**config.mk**
```make
export PLATFORM = sky130hd
export DESIGN_NAME = branch_out_sequencer_flat
export DESIGN_NICKNAME = d
export VERILOG_FILES = /design/src/rtl/branch_out_sequencer_pkg.sv /design/src/rtl/branch_out_sequencer_if.sv /design/src/rtl/branch_out_sequencer_hold_timer.sv /design/src/rtl/branch_out_sequencer.sv /design/src/flat_wrapper.sv
export SDC_FILE = /design/constraint.sdc
export NUM_CORES = 1
export LEC_CHECK = 0
export ABC_AREA = 1
export ABC_CLOCK_PERIOD_IN_PS = 1590
export CORE_MARGIN = 8
export CORE_UTILIZATION = 38
export CTS_CLUSTER_DIAMETER = 120
export DETAILED_ROUTE_END_ITERATION = 10
export PLACE_DENSITY_LB_ADDON = 0.08
export SKIP_LAST_GASP = 1
export SLEW_MARGIN = 20
export SYNTH_ARGS = -nofsm -noshare
export SYNTH_HDL_FRONTEND = slang
export SYNTH_SLANG_ARGS = --single-unit
export TNS_END_PERCENT = 50
```
**constraint.sdc**
```tcl
create_clock -name clk -period 1.59 [get_ports clk]
set_input_delay 0.2385 -clock clk [delete_from_list [all_inputs] [get_ports clk]]
set_output_delay 0.2385 -clock clk [all_outputs]
set_load 0.03 [all_outputs]
```
**src/rtl/branch_out_sequencer_pkg.sv**
```systemverilog
// Shared types and helpers for the branch-out output sequencer.
package branch_out_pkg;

  typedef enum logic [1:0] {
    S_INIT  = 2'd0,
    S_START = 2'd1,
    S_HOLD  = 2'd2,
    S_DONE  = 2'd3
  } state_t;

  // Initial ramp value for channel k; the caller truncates to its channel width.
  function automatic logic [63:0] init_val(input int unsigned k,
                                           input int unsigned base,
                                           input int unsigned step);
    return 64'(base) + 64'(k) * 64'(step);
  endfunction

endpackage

```
**src/rtl/branch_out_sequencer_if.sv**
```systemverilog
// Condition-word valid/ready channel into the sequencer.
interface branch_out_sequencer_if #(
  parameter int WIDTH = 32
);
  logic             cond_valid;
  logic [WIDTH-1:0] cond_data;
  logic             cond_ready;

  modport master (output cond_valid, output cond_data, input cond_ready);
  modport slave  (input cond_valid, input cond_data, output cond_ready);
endinterface

```
**src/rtl/branch_out_sequencer_hold_timer.sv**
```systemverilog
// Loadable down-counter; done is high while the count sits at zero.
module hold_timer #(
  parameter int HOLD_CYCLES = 1
) (
  input  logic clk,
  input  logic reset,
  input  logic load,
  input  logic en,
  output logic done
);
  import branch_out_pkg::*;

  localparam int CW = (HOLD_CYCLES > 1) ? $clog2(HOLD_CYCLES) : 1;

  logic [CW-1:0] count;

  always_ff @(posedge clk) begin
    if (!reset)
      count <= '0;
    else if (load)
      count <= CW'(HOLD_CYCLES - 1);
    else if (en && count != '0)
      count <= count - CW'(1);
  end

  assign done = (count == '0);
endmodule

```
**src/rtl/branch_out_sequencer.sv**
```systemverilog
// Output stage: init ramp, then condition-selected vector loads with optional hold.
module branch_out_sequencer #(
  parameter int          NUM_OUT     = 3,
  parameter int          WIDTH       = 32,
  parameter int unsigned INIT_BASE   = 10,
  parameter int unsigned INIT_STEP   = 10,
  parameter int          HOLD_CYCLES = 0,
  parameter int          MODE        = 1,
  parameter int          CNT_W       = 8
) (
  input  logic                     clk,
  input  logic                     reset,
  input  logic                     restart,
  branch_out_sequencer_if.slave    cond,
  input  logic [NUM_OUT*WIDTH-1:0] val_true,
  input  logic [NUM_OUT*WIDTH-1:0] val_false,
  output logic [NUM_OUT*WIDTH-1:0] out_data,
  output logic                     out_valid,
  output logic [CNT_W-1:0]         update_count,
  output logic [1:0]               fsm_state
);
  import branch_out_pkg::*;

  state_t                     state_q, state_d;
  logic [NUM_OUT*WIDTH-1:0]   out_d, init_vec;
  logic                       valid_d;
  logic [CNT_W-1:0]           cnt_d;
  logic                       ready, take, hold_done;

  assign ready           = (state_q == S_START);
  assign cond.cond_ready = ready;
  // restart wins over a simultaneous handshake, so the word is not consumed
  assign take            = cond.cond_valid && ready && !restart;

  always_comb begin
    init_vec = '0;
    for (int unsigned k = 0; k < NUM_OUT; k++)
      init_vec[k*WIDTH +: WIDTH] = WIDTH'(init_val(k, INIT_BASE, INIT_STEP));
  end

  generate
    if (HOLD_CYCLES > 0) begin : g_hold
      hold_timer #(.HOLD_CYCLES(HOLD_CYCLES)) u_hold_timer (
        .clk   (clk),
        .reset (reset),
        .load  (take),
        .en    (state_q == S_HOLD),
        .done  (hold_done)
      );
    end else begin : g_no_hold
      assign hold_done = 1'b1;
    end
  endgenerate

  always_comb begin
    state_d = state_q;
    out_d   = out_data;
    valid_d = 1'b0;
    cnt_d   = update_count;
    unique case (state_q)
      S_INIT: begin
        out_d   = init_vec;
        state_d = S_START;
      end
      S_START: begin
        if (take) begin
          out_d   = (cond.cond_data == '0) ? val_true : val_false;
          valid_d = 1'b1;
          cnt_d   = update_count + CNT_W'(1);
          if (HOLD_CYCLES > 0)
            state_d = S_HOLD;
          else if (MODE == 0)
            state_d = S_DONE;
        end
      end
      S_HOLD: begin
        if (hold_done)
          state_d = (MODE == 0) ? S_DONE : S_START;
      end
      S_DONE: begin
        state_d = S_DONE;
      end
      default: state_d = S_INIT;
    endcase
    if (restart)
      state_d = S_INIT;
  end

  always_ff @(posedge clk) begin
    if (!reset) begin
      state_q      <= S_INIT;
      out_data     <= '0;
      out_valid    <= 1'b0;
      update_count <= '0;
    end else begin
      state_q      <= state_d;
      out_data     <= out_d;
      out_valid    <= valid_d;
      update_count <= cnt_d;
    end
  end

  assign fsm_state = state_q;
endmodule

```
**src/flat_wrapper.sv**
```systemverilog
// flat-port wrapper written by rule: the top's interface ports become plain ports
module branch_out_sequencer_flat import branch_out_pkg::*;
#(
  parameter int          NUM_OUT     = 3,
  parameter int          WIDTH       = 32,
  parameter int unsigned INIT_BASE   = 10,
  parameter int unsigned INIT_STEP   = 10,
  parameter int          HOLD_CYCLES = 0,
  parameter int          MODE        = 1,
  parameter int          CNT_W       = 8
)
  (clk, reset, restart, val_true, val_false, out_data, out_valid, update_count, fsm_state, cond_cond_valid, cond_cond_data, cond_cond_ready);
  branch_out_sequencer_if #(.WIDTH(WIDTH)) cond_i ();
  input  logic clk;
  input  logic reset;
  input  logic restart;
  input  logic [NUM_OUT*WIDTH-1:0] val_true;
  input  logic [NUM_OUT*WIDTH-1:0] val_false;
  output logic [NUM_OUT*WIDTH-1:0] out_data;
  output logic out_valid;
  output logic [CNT_W-1:0] update_count;
  output logic [1:0] fsm_state;
  input wire logic [$bits(cond_i.cond_valid)-1:0] cond_cond_valid;
  input wire logic [$bits(cond_i.cond_data)-1:0] cond_cond_data;
  output wire logic [$bits(cond_i.cond_ready)-1:0] cond_cond_ready;
  assign cond_i.cond_valid = cond_cond_valid;
  assign cond_i.cond_data = cond_cond_data;
  assign cond_cond_ready = cond_i.cond_ready;
  branch_out_sequencer #(.NUM_OUT(NUM_OUT), .WIDTH(WIDTH), .INIT_BASE(INIT_BASE), .INIT_STEP(INIT_STEP), .HOLD_CYCLES(HOLD_CYCLES), .MODE(MODE), .CNT_W(CNT_W)) u_core (.clk(clk), .reset(reset), .restart(restart), .cond(cond_i), .val_true(val_true), .val_false(val_false), .out_data(out_data), .out_valid(out_valid), .update_count(update_count), .fsm_state(fsm_state));
endmodule
```
==> flow_summary.toml <==
[run_status]
result_of_the_run = "finished, violations left"
violations = "setup timing"

[worst_setup_path]
crit_path_max_fanout = 2
worst-path-stages = 1
cp_slowest_cell = "sky130_fd_sc_hd__clkdlybuf4s50_1"
timing.critical_path.cells = "clkdlybuf4s50_1"
cp_data_arrival_time_ns = 1.37
critical_path.top_delay_family = "buffers and inverters"
criticalPathCategory = "reg2out"
internal_reg_to_reg_setup_slack_ns = 0.23
r2r.worst_path.cells = 6
cp.required_ns = 1.35
crit-reg2reg-capture = "u_core.out_data[7]"
critical_path.startpoint_type = "register"
cp.buffers_inverters = 1
timing.rr.start = "u_core.fsm_state[0]"
slowest_delay_ns = 0.69
setup.worst_path.end_class = "output port"

[yosys]
ys_types = 22
synth_top_cells_by_count = "sky130_fd_sc_hd__nand2_1 (214), sky130_fd_sc_hd__inv_1 (116), sky130_fd_sc_hd__dfxtp_1 (107), sky130_fd_sc_hd__a21oi_1 (100), sky130_fd_sc_hd__nand3_1 (99)"
post-synth-top-area-fraction_pct = 38.5
syn_nets = 1062
yosysMostFrequentCell = "sky130_fd_sc_hd__nand2_1"
synthCells = 833
synth.largest_area_cell = "sky130_fd_sc_hd__dfxtp_1"
post_synth_edffs = 0
postSynth.asyncResetShare_pct = 0
ys_seq_elements = 107
synth_flop_cell = "sky130_fd_sc_hd__dfxtp_1"
post_synth_instance_area_sq_mm = 0.00556
ys_top_cells_by_area = "sky130_fd_sc_hd__dfxtp_1 (39%), sky130_fd_sc_hd__nand2_1 (14%), sky130_fd_sc_hd__o21bai_1 (12%), sky130_fd_sc_hd__a21oi_1 (9.0%), sky130_fd_sc_hd__nand3_1 (8.9%)"
syn_area_per_cell_sq_um = 6.67
synth_seq_area_share_pct = 38.5
yosys_warnings = 0

[clock_network]
clk_path_buf_depth = 2
clk_root_buffer_cell = "sky130_fd_sc_hd__clkbuf_16"
cts.sink_count = 107
cts.reportedPaths.clkPinSlew_ns = 0.07
cts_max_level = 3
clk_latency_ns = 0.35
cts_tree = "done"
cts_inserted_buffers = 9

[timing]
setup_total_negative_slack_ns = -0.298
timing.final.crit_period_ns = 1.61
setup_repair_after_global_routing_missed_its_margin = "true"
worst_slew_margin_relative_to_its_limit_pct = 66.5
setup_slack_ns = -0.0209
finalSetupViolCount = 32
min_period_over_period_pct = 101
fmaxAchievable_mhz = 621
max_slew_violations = 0
hold-worst-slack_ns = 0.461
report.final.hold_viol_count = 0
worst_clock_skew_ns = 0.00533
tightestPinTransition_ns = 0.502

[placed_design]
place.port_buffers = 335
gpl.final_weighted_congestion = 0.846
placement.cell_area_sq_mm = 0.00927
dp_hpwl_mm = 16.4

[grt]
grt_pass1_vias = 6080
grt_antenna_before_repair = 1
grt_first_pass_wirelength_mm = 32.6
pin_count_of_the_biggest_net_entering_global_routing = 69
grt_usage_pct = 22.3
globalRoute.totalOverflow = 0

[floorplan]
die_y_um = 137
design.core.area_sq_mm = 0.0144
std_cell_rows = 44
ioPinCount = 336
die-area_sq_mm = 0.0188
die_x_um = 137
initial_core_util_pct = 38.5

[final_layout]
syn_to_final_growth_pct = 73.3
drive_gt1_share_pct = 5.80
finish.instance_area_sq_mm = 0.00963
num-nets-final = 1380

[hold_path]
hold_class = "reg2reg"
min_to = "u_core.out_data[92]"
min_from = "u_core.out_data[92]"
hold_depth = 2

[detailed_routing]
drt_iter0_markers = 289
detail_route_antenna_nets = 0
detail_route.wirelength.met1_mm = 8.67
vias = 6487
drt_pre_antenna_iters = 5
routedWlPerCell_um = 16.8
route.top_layer_used = "met5"
route.met2.wl_mm = 11.0
detail_route.vias_per_cell = 4.84
drc = 0
dr_wl_met3_mm = 2.23
routed_wirelength_mm = 22.5

[power]
powerDensity_mw_per_mm2 = 620
leakagePower_nw = 4.21
irDropWorstVdd_mv = 0.446

[flow_run]
maxCapViolCount = 0
registers in the layout, indices dropped and copies added, names as in the netlist:
register and cells:
u_core.update_count 8, u_core.fsm_state 2, u_core.out_valid 1, u_core.out_data 96
per-layer routing:
| layer | global-route usage (%) | vias to the layer above |
|---|---|---|
| met2 | 38.0 | 254 |
| li1 | - | 3283 |
| met3 | 7.38 | 33 |
| met1 | 25.1 | 2915 |
| met5 | 0 | - |
| met4 | 8.99 | 2 |
cell type report:
type / count / area (sq um)
fill: 1340 / 4790
clock buffer: 12 / 246
inverter: 117 / 443
clock inverter: 4 / 26.3
sequential: 107 / 2140
multi-input combinational: 550 / 2760
tap: 184 / 230
antenna: 1 / 2.50
timing repair buffer: 366 / 3780
how the worst max path moves through the flow:
stage | from | end | slack (ns)
global placement | cond_cond_data[16] | u_core.out_data[54] | -0.37
detailed placement | cond_cond_data[4] | u_core.out_data[54] | -0.42
CTS | u_core.out_data[38] | out_data[38] | -0.03
global route | u_core.out_data[3] | out_data[3] | -0.08
finish | u_core.out_data[76] | out_data[76] | -0.02
floorplan | u_core.fsm_state[0] | u_core.out_data[67] | 0.005
through the flow:
stage	util (%)	std cells	setup WS (ns)	power, mW
floorplan	-	833	0.00544	3.20
global route	66.8	1340	-0.0825	6.22
finish	66.8	1341	-0.0209	5.98
detailed placement	64.3	1321	-0.418	3.95
global placement	64.3	1321	-0.368	3.94
CTS	65.6	1337	-0.0340	6.04
power by group:
part	leakage, nW	internal, mW	total, mW	switching, mW
Combinational	3.21	0.697	1.11	0.417
Clock	0.133	1.11	2.12	1.01
Sequential	0.867	2.72	2.75	0.0224
cell families after synthesis:
kind of cell    Yosys count  share of synthesized area [%]
flops                   107                           38.5
fa+ha+maj                 1                          0.225
compound gates          195                           21.6
simple gates            354                           26.6
buf+inv                 176                           13.1
cell usage in the layout, fill, tap and decap left out, types with 4 or more instances in the layout:
cell                              count
sky130_fd_sc_hd__a21oi_1            100
sky130_fd_sc_hd__nor2_1              27
sky130_fd_sc_hd__nor2_2               4
sky130_fd_sc_hd__nand3_1             96
sky130_fd_sc_hd__nand2_1            211
sky130_fd_sc_hd__buf_4               16
sky130_fd_sc_hd__dfxtp_1            106
sky130_fd_sc_hd__dlygate4sd2_1       66
sky130_fd_sc_hd__o21ai_0              4
sky130_fd_sc_hd__buf_12              16
sky130_fd_sc_hd__clkbuf_16            9
sky130_fd_sc_hd__inv_1              114
sky130_fd_sc_hd__o21bai_1            88
sky130_fd_sc_hd__dlymetal6s2s_1      32
sky130_fd_sc_hd__clkdlybuf4s50_1    236
repair_timing:
action,CTS,global route
pin swaps,0,37
hold buffers,0,0
setup endpoints to repair,133,140
buffers inserted,0,3
gates resized for setup,66,47
No activity file was read; power rests on OpenSTA's default activity.
